`src/rtl/line_steer_pkg.sv`:
```
// Shared constants, state encoding and helpers for the line-follower steering controller.
package line_steer_pkg;

    localparam logic [3:0] PROCEED      = 4'b0000;
    localparam logic [3:0] STOP         = 4'b1111;
    localparam logic [3:0] VEER_LEFT    = 4'b0101;
    localparam logic [3:0] HARD_LEFT    = 4'b0110;
    localparam logic [3:0] NINETY_LEFT  = 4'b0111;
    localparam logic [3:0] VEER_RIGHT   = 4'b1001;
    localparam logic [3:0] HARD_RIGHT   = 4'b1010;
    localparam logic [3:0] NINETY_RIGHT = 4'b1011;

    localparam logic DIR_FWD = 1'b1;
    localparam logic DIR_BWD = 1'b0;

    typedef enum logic [2:0] {
        IDLE     = 3'd0,
        TRACK    = 3'd1,
        DEBOUNCE = 3'd2,
        DECIDE   = 3'd3,
        SEARCH   = 3'd4
    } state_e;

    function automatic logic [5:0] popcount(input logic [31:0] v);
        logic [5:0] n;
        n = 6'd0;
        for (int i = 0; i < 32; i++) begin
            n = n + {5'd0, v[i]};
        end
        return n;
    endfunction

endpackage

```
`src/rtl/line_sense_sync.sv`:
```
// Multi-flop synchroniser for a vector of asynchronous pins; every bit sees the same depth.
module line_sense_sync #(
    parameter int WIDTH  = 1,
    parameter int STAGES = 2
) (
    input  logic             clk,
    input  logic             rst_n,
    input  logic [WIDTH-1:0] d_i,
    output logic [WIDTH-1:0] q_o
);

    logic [WIDTH-1:0] stage_q [STAGES];

    // Shift pins through the synchroniser chain.
    always_ff @(posedge clk or negedge rst_n) begin
        if (!rst_n) begin
            for (int i = 0; i < STAGES; i++) begin
                stage_q[i] <= {WIDTH{1'b0}};
            end
        end else begin
            stage_q[0] <= d_i;
            for (int i = 1; i < STAGES; i++) begin
                stage_q[i] <= stage_q[i-1];
            end
        end
    end

    assign q_o = stage_q[STAGES-1];

endmodule

```
`src/rtl/line_steer_ctrl.sv`:
```
// Line-follower steering controller: debounces the active sensor bar, grades the line offset
// into steering commands and resolves ninety-degree turns, intersections and line loss.
module line_steer_ctrl
    import line_steer_pkg::*;
#(
    parameter int N_SENS        = 4,
    parameter int SYNC_STAGES   = 2,
    parameter int DEBOUNCE_CYC  = 20_000,
    parameter int INTERSECT_CYC = 30_000_000,
    parameter int VEER_THRESH   = 1
) (
    input  logic              clk,
    input  logic              rst_n,
    input  logic              enable,
    input  logic              direction,
    input  logic [N_SENS-1:0] sens_front_n,
    input  logic [N_SENS-1:0] sens_rear_n,
    input  logic [1:0]        sens_mid_n,
    output logic [3:0]        dir_cmd,
    output logic              cmd_strobe,
    output logic              intersect_evt,
    output logic              lost_line
);

    localparam int SYNC_W = 2 * N_SENS + 3;
    localparam int SNAP_W = N_SENS + 3;
    localparam int HALF   = N_SENS / 2;
    localparam int DEB_W  = (DEBOUNCE_CYC > 1) ? $clog2(DEBOUNCE_CYC) : 1;
    localparam int SRCH_W = (INTERSECT_CYC > 1) ? $clog2(INTERSECT_CYC) : 1;
    localparam logic [DEB_W-1:0]  DEB_LAST  = DEB_W'(DEBOUNCE_CYC - 1);
    localparam logic [SRCH_W-1:0] SRCH_LAST = SRCH_W'(INTERSECT_CYC - 1);

    logic [SYNC_W-1:0] sync_s;
    logic              dir_s;
    logic [N_SENS-1:0] front_s;
    logic [N_SENS-1:0] rear_s;
    logic [N_SENS-1:0] bar_s;
    logic [N_SENS-1:0] dec_bar_s;
    logic [1:0]        mid_s;
    logic [SNAP_W-1:0] snap_s;
    logic [5:0]        left_s;
    logic [5:0]        right_s;
    logic [3:0]        grade_s;

    state_e            state_q;
    logic [SNAP_W-1:0] snap_q;
    logic [SNAP_W-1:0] decided_q;
    logic [DEB_W-1:0]  deb_cnt_q;
    logic [SRCH_W-1:0] srch_cnt_q;
    logic              ninety_q;

    line_sense_sync #(
        .WIDTH  (SYNC_W),
        .STAGES (SYNC_STAGES)
    ) u_sync (
        .clk   (clk),
        .rst_n (rst_n),
        .d_i   ({direction, sens_front_n, sens_rear_n, sens_mid_n}),
        .q_o   (sync_s)
    );

    // Sensors are active-low on the pins; from here on 1 means line seen.
    assign dir_s     = sync_s[SYNC_W-1];
    assign front_s   = ~sync_s[SYNC_W-2 -: N_SENS];
    assign rear_s    = ~sync_s[N_SENS+1 -: N_SENS];
    assign mid_s     = ~sync_s[1:0];
    assign bar_s     = (dir_s == DIR_FWD) ? front_s : rear_s;
    assign snap_s    = {dir_s, bar_s, mid_s};
    assign dec_bar_s = snap_q[N_SENS+1:2];
    assign left_s    = popcount(32'(dec_bar_s[N_SENS-1:HALF]));
    assign right_s   = popcount(32'(dec_bar_s[HALF-1:0]));

    // Grade the debounced bar into a steering command.
    always_comb begin
        grade_s = PROCEED;
        if (left_s > right_s) begin
            if ((left_s - right_s) <= 6'(VEER_THRESH)) begin
                grade_s = VEER_LEFT;
            end else begin
                grade_s = HARD_LEFT;
            end
        end else if (right_s > left_s) begin
            if ((right_s - left_s) <= 6'(VEER_THRESH)) begin
                grade_s = VEER_RIGHT;
            end else begin
                grade_s = HARD_RIGHT;
            end
        end else begin
            grade_s = PROCEED;
        end
    end

    // Steering state machine with registered command and flags.
    always_ff @(posedge clk or negedge rst_n) begin
        if (!rst_n) begin
            state_q       <= IDLE;
            dir_cmd       <= STOP;
            cmd_strobe    <= 1'b0;
            intersect_evt <= 1'b0;
            lost_line     <= 1'b0;
            deb_cnt_q     <= {DEB_W{1'b0}};
            srch_cnt_q    <= {SRCH_W{1'b0}};
            snap_q        <= {SNAP_W{1'b0}};
            decided_q     <= {SNAP_W{1'b0}};
            ninety_q      <= 1'b0;
        end else if (!enable) begin
            state_q       <= IDLE;
            dir_cmd       <= STOP;
            cmd_strobe    <= (dir_cmd != STOP);
            intersect_evt <= 1'b0;
            lost_line     <= 1'b0;
            deb_cnt_q     <= {DEB_W{1'b0}};
            srch_cnt_q    <= {SRCH_W{1'b0}};
            ninety_q      <= 1'b0;
        end else begin
            cmd_strobe    <= 1'b0;
            intersect_evt <= 1'b0;
            case (state_q)
                IDLE: begin
                    state_q   <= DEBOUNCE;
                    snap_q    <= snap_s;
                    deb_cnt_q <= {DEB_W{1'b0}};
                end
                TRACK: begin
                    if (snap_s != decided_q) begin
                        state_q   <= DEBOUNCE;
                        snap_q    <= snap_s;
                        deb_cnt_q <= {DEB_W{1'b0}};
                    end else begin
                        state_q <= TRACK;
                    end
                end
                DEBOUNCE: begin
                    if (snap_s != snap_q) begin
                        snap_q    <= snap_s;
                        deb_cnt_q <= {DEB_W{1'b0}};
                    end else if (deb_cnt_q == DEB_LAST) begin
                        state_q <= DECIDE;
                    end else begin
                        deb_cnt_q <= deb_cnt_q + DEB_W'(1);
                    end
                end
                DECIDE: begin
                    decided_q <= snap_q;
                    if (dec_bar_s != {N_SENS{1'b0}}) begin
                        dir_cmd    <= grade_s;
                        cmd_strobe <= (grade_s != dir_cmd);
                        lost_line  <= 1'b0;
                        state_q    <= TRACK;
                    end else begin
                        srch_cnt_q <= {SRCH_W{1'b0}};
                        ninety_q   <= 1'b0;
                        state_q    <= SEARCH;
                    end
                end
                SEARCH: begin
                    if (srch_cnt_q == SRCH_LAST) begin
                        dir_cmd    <= STOP;
                        cmd_strobe <= (dir_cmd != STOP);
                        lost_line  <= 1'b1;
                        decided_q  <= snap_s;
                        state_q    <= TRACK;
                    end else if (mid_s == 2'b11) begin
                        dir_cmd       <= STOP;
                        cmd_strobe    <= (dir_cmd != STOP);
                        intersect_evt <= 1'b1;
                        decided_q     <= snap_s;
                        state_q       <= TRACK;
                    end else begin
                        // Once a turn is signalled, keep turning even after the middle pair clears.
                        if (mid_s == 2'b01) begin
                            dir_cmd    <= NINETY_LEFT;
                            cmd_strobe <= (dir_cmd != NINETY_LEFT);
                            ninety_q   <= 1'b1;
                        end else if (mid_s == 2'b10) begin
                            dir_cmd    <= NINETY_RIGHT;
                            cmd_strobe <= (dir_cmd != NINETY_RIGHT);
                            ninety_q   <= 1'b1;
                        end else if (!ninety_q) begin
                            dir_cmd    <= PROCEED;
                            cmd_strobe <= (dir_cmd != PROCEED);
                            srch_cnt_q <= srch_cnt_q + SRCH_W'(1);
                        end else begin
                            dir_cmd <= dir_cmd;
                        end
                        if (bar_s != {N_SENS{1'b0}}) begin
                            state_q   <= DEBOUNCE;
                            snap_q    <= snap_s;
                            deb_cnt_q <= {DEB_W{1'b0}};
                            lost_line <= 1'b0;
                            ninety_q  <= 1'b0;
                        end else begin
                            state_q <= SEARCH;
                        end
                    end
                end
                default: begin
                    state_q    <= IDLE;
                    dir_cmd    <= STOP;
                    cmd_strobe <= (dir_cmd != STOP);
                end
            endcase
        end
    end

endmodule

```
`config.mk`:
```
export PLATFORM = sky130hd
export DESIGN_NAME = line_steer_ctrl
export DESIGN_NICKNAME = d
export VERILOG_FILES = /design/src/rtl/line_steer_pkg.sv /design/src/rtl/line_sense_sync.sv /design/src/rtl/line_steer_ctrl.sv
export SDC_FILE = /design/constraint.sdc
export NUM_CORES = 1
export LEC_CHECK = 0
export CAP_MARGIN = 20
export CELL_PAD_IN_SITES_DETAIL_PLACEMENT = 1
export CELL_PAD_IN_SITES_GLOBAL_PLACEMENT = 2
export CORE_MARGIN = 2
export CORE_UTILIZATION = 39
export DETAILED_ROUTE_END_ITERATION = 8
export GPL_TIMING_DRIVEN = 0
export PLACE_DENSITY_LB_ADDON = 0.1
export SLEW_MARGIN = 20
export SYNTH_ARGS = -nofsm -noshare
export SYNTH_HDL_FRONTEND = slang
export SYNTH_SLANG_ARGS = --single-unit
```
`constraint.sdc`:
```
create_clock -name clk -period 2.7 [get_ports clk]
set_input_delay 0.81 -clock clk [delete_from_list [all_inputs] [get_ports clk]]
set_output_delay 0.81 -clock clk [all_outputs]
set_load 0.01 [all_outputs]
```
# After elaboration in Yosys (flattened, before gate mapping)
# Index checks and enable logic that the tools add are counted.
# classes
n_addsub	6
bitwise	3
reduce_logical	15
mux	73
eq_ne	40
order_cmp	4
# op_table
op	n
25-bit 2-to-1 mux	7
15-bit 2-to-1 mux	7
15-bit case mux with 4 select lines	1
25-bit case mux with 2 select lines	1
7-bit 2-to-1 mux	7
4-bit 2-to-1 mux	10
3-bit != test, second input constant	12
7-bit case mux with 4 select lines	1
25-bit by 1-bit adder with 25-bit output, second input constant	1
25-bit equality test, second input constant	1
1-bit 2-to-1 mux	23
3-bit 2-to-1 mux	7
4-bit != test, second input constant	5
4-bit nonzero test	4
15-bit by 1-bit adder with 15-bit output, second input constant	1
15-bit equality test, second input constant	1
3-bit case mux with 5 select lines	1
7-bit != test	2
7-bit case mux with 2 select lines	1
7-bit AND reduction	2
6-bit by 1-bit <= comparator with 1-bit output, second input constant	2
2-bit != test, second input constant	6
4-bit case mux with 3 select lines	1
4-bit inverter	2
other kinds (26)	35
# word_totals
reg_bits	87
in_bits	14
elab_cells	153
output_inout_bits	7

# Logic depth before layout (Yosys ltp)
# logic_depth
ltp_word	10
depth_mapped	10
mapped_depth_nobuf	10

# Cells and area by module
# A second synthesis with hierarchy kept.
# unflattened
cells_unflattened	521
area_unflattened_um2	5023.6
# by_module_without_submodules
mod	seq_area_each_um2	area_each_um2	cells_each	n_inst
line_steer_ctrl	1631.6	4390.5	488	1
line_sense_sync	550.5	633.1	33	1

# Worst setup path before layout
# No wires, ideal clock.
# synth_path
path_type	input to register
from	in enable
to	reg srch_cnt_q[18]
cell_stages	7
setup_ns	0.079
n_path_buf	1
setup_slack_ns	0.440
arrival_ns	2.181
required_ns	2.621
path_cell_list	inv_2 a211oi_1 a21oi_1 a21oi_1 clkbuf_1 or4_1 a21oi_1
# synth_via
elab_chain_len	2
elab_cells_between_ends	9
classes_between	7 x eq/ne; 1 x mux; 1 x reduce/logical
# synth_rtl
item	line	source
from (decl)	line_steer_ctrl.sv:14	input logic enable,
3-bit != test (no line) or 3-bit by 1-bit != test with 1-bit output (tied branches)	n/a	
7-bit AND reduction (no line)	n/a	
to (signal assigned)	line_steer_ctrl.sv:102	srch_cnt_q <= {SRCH_W{1'b0}};
to (signal assigned)	line_steer_ctrl.sv:113	srch_cnt_q <= {SRCH_W{1'b0}};
to (signal assigned)	line_steer_ctrl.sv:151	srch_cnt_q <= {SRCH_W{1'b0}};
to (decl)	line_steer_ctrl.sv:49	logic [SRCH_W-1:0] srch_cnt_q;
# Several ways; a longest one is shown, not always the timed one.
# A chain may end at the register's enable or synchronous reset.

# Worst setup path after layout
# layout_path
from	reg srch_cnt_q[10]
to	reg srch_cnt_q[16]
# layout_via
elab_chain_len	8
elab_cells_between_ends	11
classes_between	1 x add/sub; 2 x eq/ne; 7 x mux; 1 x reduce/logical
# layout_rtl
item	line	source
25-bit by 1-bit adder with 25-bit output	line_steer_ctrl.sv:182	srch_cnt_q <= srch_cnt_q + SRCH_W'(1);
25-bit 2-to-1 mux	line_steer_ctrl.sv:179	end else if (!ninety_q) begin
25-bit 2-to-1 mux	line_steer_ctrl.sv:175	end else if (mid_s == 2'b10) begin
25-bit 2-to-1 mux	line_steer_ctrl.sv:171	if (mid_s == 2'b01) begin
25-bit 2-to-1 mux	line_steer_ctrl.sv:163	end else if (mid_s == 2'b11) begin
25-bit 2-to-1 mux	line_steer_ctrl.sv:157	if (srch_cnt_q == SRCH_LAST) begin
25-bit case mux with 2 select lines	line_steer_ctrl.sv:118	case (state_q)
25-bit 2-to-1 mux	line_steer_ctrl.sv:106	end else if (!enable) begin
# Several ways; a longest one is shown, not always the timed one. The select of a mux whose other input is x is not followed.

==> impl_metrics.ini <==
[final_layout]
nets = 582
syn_to_final_growth_pct = 17.5
n_antenna_cell = 0
drive_above_1_share_pct = 13.4
final_area_sq_mm = 0.00573

[setup_path]
crit_path_end_kind = register
cp_max_fo = 10
crit_required_ns = 2.95
critPathKind = reg -> reg
start_kind = register
cp.arrival_ns = 2.81
r2r_slack_ns = 0.14

[yosys]
synthArstFlopShare_pct = 100
ys_seq_elements = 87
yosysSeqAreaShare_pct = 44.7
syn_nets = 548
yosys_warnings = 0
synth_ff_type = dfrtp_1
syn_area_sq_mm = 0.00488
synth_edf_count = 0
synthDistinctLibCells = 66
avgSynthCellArea_sq_um = 9.40
netlist_instances = 519

[sta]
setup_viol = 0
whs_ns = 0.341
worst_pin_slew_ns = 0.715
rsz0062_at_grt = false
timing.final.crit_share_pct = 94.7
skew_ns = 0.0130
hold_violations = 0
period_minus_slack_ns = 2.56
relSlewSlack_pct = 51.9
tns_ns = 0
drv_slew = 0
fin_ws_ns = 0.142
max_freq_ghz = 0.391

[global_route]
top_usage_layer = met2
grt_first_pass_wirelength_um = 22000
grtUsageMet1_pct = 30.8
grt_pass1_vias = 4173
grt_max_degree = 54
grt_util_met2_pct = 32.0
antenna_found_initial = 0
use_met3_pct = 3.66
overflow = 0
grt_use_total_pct = 21.2

[die]
fp.dieH_um = 116
start_util_pct = 40.3
placementRows = 40
dieArea_sq_mm = 0.0134
core_sq_mm = 0.0121
io_pins = 21
fp.dieW_um = 116

[placed_design]
place_area_sq_mm = 0.00532
io_buffers = 20
gp_congestion = 0.795
dp_hpwl_um = 9410
dpl_worst_slack_ns = -0.727

[detailed_routing]
drc_errors = 0
antenna_left = 0
via_count = 4050
wl_um = 13000
post_drt_via_cell_ratio = 5.58
drt_iter0_markers = 268
drtPass1Iterations = 4
post_drt_wl_per_cell_um = 18.0

[clocking]
clk_pin_slew_worst_paths_ns = 0.07
cts_max_path_buffers = 2
holdBufCountCts = 0
cts_tree = yes
clk_latency_ns = 0.36
ctsHtreeMaxLevel = 3
clock_sink_count = 87
cts_made_buffers = 9
cts_root_buf = clkbuf_16

[flow_run]
drv_cap = 0

[min_path]
worstHoldPathType = in -> async

[power_and_ir_drop]
peakVddDrop_mv = 0.375
leakage_uw = 0.00228
powerDensity_mw_per_mm2 = 578

[run_status]
status = completed
## per-layer routing
metal | share of wire (%) | up-vias
met3 | 2.9 | 10
li1 | - | 1966
met1 | 51 | 2004
met5 | 0 | -
met4 | 1.4 | 0
met2 | 45 | 70
## kinds of logic (layout without fill, tap and decap cells)
group	count (synthesis)	count (layout)	share of synthesized area (%)
AOI/OAI and AO/OA	132	132	17.3
muxes	18	18	4.20
DFF	87	87	44.7
adders and majority gates	15	15	3.85
xor gates and xnor gates	19	19	3.41
buffers and inverters	40	79	3.64
and+or+nand+nor	208	208	22.9
## power by group
| part | internal (uW) | leakage (uW) | switching, uW |
|---|---|---|---|
| clock network | 664 | 0.000152 | 632 |
| registers | 1380 | 0.00112 | 63.3 |
| logic | 253 | 0.00101 | 319 |
| total | 2300 | 0.00228 | 1020 |
## synthesized netlist by cell type, types with 8 or more instances
| cell type | count | area [sq um] |
|---|---|---|
| dfrtp_1 | 83 | 2080 |
| nand2_1 | 51 | 191 |
| nor2_1 | 44 | 165 |
| o21ai_0 | 43 | 215 |
| a21oi_1 | 28 | 140 |
| inv_1 | 22 | 82.6 |
| nand3_1 | 22 | 110 |
| xnor2_1 | 16 | 140 |
| ha_1 | 15 | 188 |
| mux2_2 | 12 | 135 |
| o31ai_1 | 12 | 90.1 |
| nand4_1 | 11 | 68.8 |
| o211ai_1 | 11 | 82.6 |
| or4_1 | 11 | 82.6 |
| a31oi_1 | 9 | 56.3 |
| and3_1 | 9 | 56.3 |
| or3_1 | 9 | 56.3 |
| nor3_1 | 8 | 40.0 |
## state kept, by name (all words and copies together) (netlist names)
register	cells
cmd_strobe	1
u_sync.q_o	11
lost_line	1
state_q	3
decided_q	7
snap_q	7
u_sync.stage_q	11
deb_cnt_q	15
intersect_evt	1
ninety_q	1
dir_cmd	4
srch_cnt_q	25
## metrics by stage
step	total power, uW	instances	util [%]
floorplan	1840	519	-
global placement	2000	707	43.7
detailed placement	2030	708	43.9
CTS	3350	724	46.7
global route	3490	726	47.3
finish	3310	726	47.3
## layout make-up
| type | count | area [sq um] |
|---|---|---|
| fillers | 1409 | 6380 |
| flip-flops and latches | 87 | 2180 |
| repair buffers | 23 | 246 |
| multi-input cells | 392 | 2590 |
| inverters | 23 | 88.8 |
| clock inverters | 7 | 88.8 |
| well taps | 168 | 210 |
| clock buffers | 9 | 225 |
| plain buffers | 17 | 96.3 |
## critical path, stage by stage (launching register included)
cell	delay, ns
dfrtp_1	0.44
or4b_4	0.59
o41a_4	0.58
a21oi_1	0.19
buf_4	0.23
clkbuf_4	0.23
o21ai_0	0.11
o31ai_1	0.08
## repair_timing
item | in CTS | in global routing
buffers inserted | 0 | 2
pin swaps | 0 | 4
endpoints found under the hold margin | 0 | 0
setup endpoints to repair | 33 | 46
gates resized for setup | 6 | 15
## layout by cell type, fill, tap and decap left out, types with 4 or more instances in the layout
master,netlist,layout
clkbuf_1,7,5
buf_2,7,6
dfrtp_1,83,81
o31ai_1,12,12
nand3_1,22,22
o21ai_0,43,43
or3_1,9,9
nor3_1,8,8
o211ai_1,11,11
mux2_2,12,12
xnor2_1,16,16
nand4_1,11,11
inv_1,22,22
dfstp_2,4,4
and3_1,9,9
nand2b_1,6,6
a31oi_1,9,9
ha_1,15,14
clkdlybuf4s50_1,0,18
or4_1,11,11
nand2_1,51,51
a21oi_1,28,27
nor2_1,44,43
and2_1,6,6
clkbuf_16,0,9
## path summary, 6_finish.rpt
kind	depth (start not counted)	from	endpoint
setup / recovery	7	srch_cnt_q[10]	srch_cnt_q[16]
hold / removal	1	rst_n	deb_cnt_q[9]
setup reg to reg	7	srch_cnt_q[10]	srch_cnt_q[16]
hold reg to reg	0	u_sync.stage_q[13]	u_sync.q_o[2]
max in group asynchronous	2	rst_n	snap_q[5]
min in group clk	0	u_sync.stage_q[13]	u_sync.q_o[2]
Power figures use the tool's default switching activity.
